<file path="src/rtl/alu_chain_pkg.sv">
// Shared definitions for the wide-add sequencer that drives the 8-bit ALU.
// Optional subtract support is enabled with macro ALU_CHAIN_SEQ_SUB_EN.
package alu_chain_pkg;

  localparam int BYTE_W = 8;

  typedef enum logic [1:0] {
    ST_IDLE = 2'd0,
    ST_RUN  = 2'd1,
    ST_DONE = 2'd2
  } chain_state_e;

  // Width of the byte index counter; never narrower than one bit.
  function automatic int idx_w(input int nbytes);
    return (nbytes <= 2) ? 1 : $clog2(nbytes);
  endfunction

endpackage

</file>
<file path="src/rtl/alu_chain_seq.sv">
// Multi-cycle wide adder: feeds one byte per cycle to an external alu_8bit,
// chaining carry between bytes. Macro ALU_CHAIN_SEQ_SUB_EN adds op_sub (A-B).
module alu_chain_seq
  import alu_chain_pkg::*;
#(
  parameter int NBYTES = 4
) (
  input  logic                   clk,
  input  logic                   rst,
  input  logic                   in_valid,
  output logic                   in_ready,
  input  logic [8*NBYTES-1:0]    op_a,
  input  logic [8*NBYTES-1:0]    op_b,
  input  logic                   op_cin,
`ifdef ALU_CHAIN_SEQ_SUB_EN
  input  logic                   op_sub,
`endif
  output logic                   out_valid,
  input  logic                   out_ready,
  output logic [8*NBYTES-1:0]    sum,
  output logic                   cout,
  output logic                   ovf,
  output logic [7:0]             alu_reg1,
  output logic [7:0]             alu_reg2,
  output logic                   alu_cin,
  input  logic [7:0]             alu_out,
  input  logic                   alu_cout
);

  localparam int W     = BYTE_W * NBYTES;
  localparam int IDX_W = idx_w(NBYTES);
  localparam logic [IDX_W-1:0] LAST_IDX = IDX_W'(NBYTES - 1);

  chain_state_e     state_q, state_d;
  logic [IDX_W-1:0] idx_q;
  logic             carry_q;
  logic [W-1:0]     a_q, b_q;
  logic [W-1:0]     sum_q;
  logic             cout_q, ovf_q;
  logic             accept, last_byte;
  logic [W-1:0]     b_in;
  logic             cin_in;

  // Selects byte i of a wide vector.
  function automatic logic [BYTE_W-1:0] byte_sel(input logic [W-1:0] v,
                                                 input logic [IDX_W-1:0] i);
    return v[BYTE_W*int'(i) +: BYTE_W];
  endfunction

  assign accept    = in_valid && in_ready;
  assign last_byte = (idx_q == LAST_IDX);

  // Operand conditioning at acceptance (subtract inverts B and forces cin=1).
  always_comb begin
    b_in   = op_b;
    cin_in = op_cin;
`ifdef ALU_CHAIN_SEQ_SUB_EN
    if (op_sub) begin
      b_in   = ~op_b;
      cin_in = 1'b1;
    end
`endif
  end

  // FSM state register.
  always_ff @(posedge clk) begin
    if (rst) state_q <= ST_IDLE;
    else     state_q <= state_d;
  end

  // Next-state logic and handshake / ALU-drive outputs.
  always_comb begin
    state_d   = state_q;
    in_ready  = 1'b0;
    out_valid = 1'b0;
    alu_reg1  = '0;
    alu_reg2  = '0;
    alu_cin   = 1'b0;
    case (state_q)
      ST_IDLE: begin
        in_ready = !rst;
        if (in_valid && !rst) state_d = ST_RUN;
      end
      ST_RUN: begin
        alu_reg1 = byte_sel(a_q, idx_q);
        alu_reg2 = byte_sel(b_q, idx_q);
        alu_cin  = carry_q;
        if (last_byte) state_d = ST_DONE;
      end
      ST_DONE: begin
        out_valid = 1'b1;
        if (out_ready) state_d = ST_IDLE;
      end
      default: state_d = ST_IDLE;
    endcase
  end

  // Operand latches: data only, loaded on acceptance.
  always_ff @(posedge clk) begin
    if (accept) begin
      a_q <= op_a;
      b_q <= b_in;
    end
  end

  // Byte-serial accumulation: capture ALU byte, chain carry, finish on last byte.
  always_ff @(posedge clk) begin
    if (rst) begin
      idx_q   <= '0;
      carry_q <= 1'b0;
      sum_q   <= '0;
      cout_q  <= 1'b0;
      ovf_q   <= 1'b0;
    end else begin
      case (state_q)
        ST_IDLE: begin
          if (accept) begin
            idx_q   <= '0;
            carry_q <= cin_in;
          end
        end
        ST_RUN: begin
          sum_q[BYTE_W*int'(idx_q) +: BYTE_W] <= alu_out;
          carry_q <= alu_cout;
          if (last_byte) begin
            idx_q  <= '0;
            cout_q <= alu_cout;
            // b_q already holds the inverted B when subtracting.
            ovf_q  <= (a_q[W-1] == b_q[W-1]) && (alu_out[7] != a_q[W-1]);
          end else begin
            idx_q <= idx_q + 1'b1;
          end
        end
        default: ;
      endcase
    end
  end

  assign sum  = sum_q;
  assign cout = cout_q;
  assign ovf  = ovf_q;

endmodule
</file>
<file path="config.mk">
export PLATFORM = sky130hd
export DESIGN_NAME = alu_chain_seq
export DESIGN_NICKNAME = d
export VERILOG_FILES = /design/src/rtl/alu_chain_pkg.sv /design/src/rtl/alu_chain_seq.sv
export SDC_FILE = /design/constraint.sdc
export NUM_CORES = 1
export LEC_CHECK = 0
export ABC_AREA = 0
export CORE_ASPECT_RATIO = 0.75
export CORE_MARGIN = 5
export CORE_UTILIZATION = 46
export CTS_CLUSTER_SIZE = 10
export DETAILED_ROUTE_END_ITERATION = 8
export PLACE_DENSITY = 0.79
export SYNTH_ARGS = -nofsm -noshare
export SYNTH_HDL_FRONTEND = slang
export SYNTH_SLANG_ARGS = --single-unit
</file>
<file path="constraint.sdc">
create_clock -name clk -period 3.6 [get_ports clk]
set_input_delay 1.08 -clock clk [delete_from_list [all_inputs] [get_ports clk]]
set_output_delay 1.08 -clock clk [all_outputs]
set_load 0.05 [all_outputs]
</file>
==> impl_metrics.json <==
{
  "netlist_area_um2": 4110,
  "grt_pass1_wl_um": 15700,
  "gp_congestion": 0.793,
  "drive_gt1_share_pct": 18.8,
  "fin_setup_tns_ns": 0,
  "yosys_register_bits": 103,
  "start_util_pct": 47.8,
  "diodes": 0,
  "period_share_pct": 87.4,
  "wl_per_cell_um": 19.2,
  "num_vias": 2736,
  "cts_buffer_depth": 2,
  "track_usage_pct": 18.6,
  "slew_headroom_pct": 58.1,
  "place_hpwl_um": 7140,
  "die-area_um2": 10900,
  "seq_area_frac_synth_pct": 65.8,
  "grt_pass1_vias": 2915,
  "fillers": 602,
  "synth.distinct_cells": 42,
  "grt_overflow": 0,
  "antenna_found_initial": 0,
  "cp_slowest_cell": "clkdlybuf4s50_1",
  "outcome": "finished clean",
  "vias_per_cell": 5.29,
  "period_minus_slack_ns": 3.15,
  "nets": 488,
  "critical_path_buf_inv_count": 1,
  "hp-class": "register to register",
  "drc_errors": 0,
  "root_buffer": "clkbuf_16",
  "die_x_um": 119,
  "fp-row-count": 29,
  "dp.cells": 501,
  "cts_tree": "done",
  "postCtsHoldBufs": 0,
  "antenna_left": 0,
  "numCtsBuffers": 9,
  "crit_type": "register to output port",
  "dr.pass1.iters": 4,
  "ctsResizeCount": 0,
  "tightestPinTransition_ns": 0.628,
  "grt_max_degree": 65,
  "worstSetupStartpointType": "register",
  "fin_util_pct": 69.5,
  "h-tree-depth": 3,
  "finalSetupViolCount": 0,
  "layout_common_cells": "112 x clkdlybuf4s50_1, 64 x edfxtp_1, 38 x dfxtp_1",
  "async_flop_share_pct": 0,
  "hold_viol": 0,
  "worstSetupEndpointType": "output port",
  "drt_iter0_drc": 211,
  "yosys_most_used_dff": "edfxtp_1",
  "netlist_instances": 274,
  "cp_top_family": "buffers and inverters",
  "die_y_um": 91.8,
  "critPathMaxStageDelay_ns": 0.84,
  "wl_um": 9900,
  "syn_nets": 358,
  "cp_cell_sequence": "nor2b_1 -> clkdlybuf4s50_1",
  "synthToLayoutAreaGrowth_pct": 45.4,
  "ys_warn_count": 0,
  "fin_skew_ns": 0.00596,
  "port_buffers": 130,
  "p_total_uw": 2560,
  "instances_no_fill": 517,
  "core_um2": 8600,
  "cts_setup_buffers": 0,
  "max_clock_freq_mhz": 318,
  "path_max_fanout": 12,
  "layout_commonest_cell": "clkdlybuf4s50_1",
  "synth_edf_count": 64,
  "leakage_uw": 0.00207,
  "slew_violations": 0,
  "crit_required_ns": 2.52,
  "max-cap-violations": 0,
  "top_level_ports": 131,
  "clock-sinks": 103,
  "clock_latency_ns": 0.34,
  "arrival_ns": 2.07,
  "vdd_drop_max_uv": 270,
  "p_per_area_nw_per_um2": 428,
  "grt_setup_unrepaired": "false",
  "synth.avg_cell_area_um2": 15.0,
  "clk_pin_slew_ns": 0.07
}
## layer usage
metal	vias up	global-route usage, %	part of all wire [%]
met1	1341	24.5	46
met3	11	6.46	6.2
met4	0	4.92	0.99
met2	85	29.6	47
met5	-	0	0
li1	1299	-	-
## path summary, 6_finish.rpt
path / startpoint / to / slack (ns) / depth (start not counted)
max reg2reg: idx_q[0] / sum[29] / 1.13 / 6
min: sum[11] / sum[11] / 0.46 / 2
max: state_q[1] / out_valid / 0.45 / 2
min reg2reg: sum[11] / sum[11] / 0.46 / 2
## metrics by stage
| step | worst slack, ns | hold slack [ns] | cell area [µm²] |
|---|---|---|---|
| 2_1_floorplan | 0.321 | 0.427 | 4110 |
| 3_3_place_gp | 0.600 | 0.444 | 5700 |
| 3_5_place_dp | 0.586 | 0.449 | 5700 |
| 4_1_cts | 0.436 | 0.458 | 5970 |
| 5_1_grt | 0.341 | 0.469 | 5970 |
| 6_report | 0.453 | 0.460 | 5970 |
## final cells by class
class                           instances  area [µm²]  area share (%)
Clock buffer                            9         225            3.77
Clock inverter                          7        48.8           0.817
Inverter                               13        48.8           0.817
Multi-Input combinational cell        142        1280            21.4
Sequential cell                       103        2700            45.3
Tap cell                              108         135            2.26
Timing Repair Buffer                  135        1530            25.6
## tightest hold or removal path: stages, from the launching register on
cell and delay, ns:
dfxtp_1 0.31, nand2_1 0.05, a21oi_1 0.05
## synth_stat cells, types with 4 or more instances
library cell  number  area, µm²
nand3_1           10       50.1
inv_1             11       41.3
nor3b_1            8       60.1
and2_1            19        119
o32ai_1            8       70.1
dfxtp_1           39        781
a21oi_1            8       40.0
a32o_1             5       50.1
edfxtp_1          64       1920
a31o_2             8       70.1
o21ai_1            5       25.0
nor2_1             4       15.0
ha_1               6       75.1
buf_2              8       40.0
nand2_1           12       45.0
mux4_2            16        360
## cell families after synthesis
family / count (synthesis) / synth area share, %
flip-flops: 103 / 65.8
AND/OR/NAND/NOR: 77 / 12.3
AO/OA/AOI/OAI: 41 / 7.58
buffers and inverters: 29 / 3.20
multiplexers: 18 / 9.26
adder cells (fa/ha/maj): 6 / 1.83
## registers in the layout, indices dropped and copies added, names as in the netlist
signal / flops
idx_q: 2
cout: 1
carry_q: 1
ovf: 1
a_q: 32
sum: 32
state_q: 2
b_q: 32
## where the power goes
| part | internal (µW) | total (µW) | switching, µW |
|---|---|---|---|
| Sequential | 1290 | 1320 | 21.5 |
| Clock | 469 | 897 | 428 |
| Combinational | 180 | 344 | 164 |
| Total | 1940 | 2560 | 613 |
Note: power is estimated with default switching activity, not from simulation.
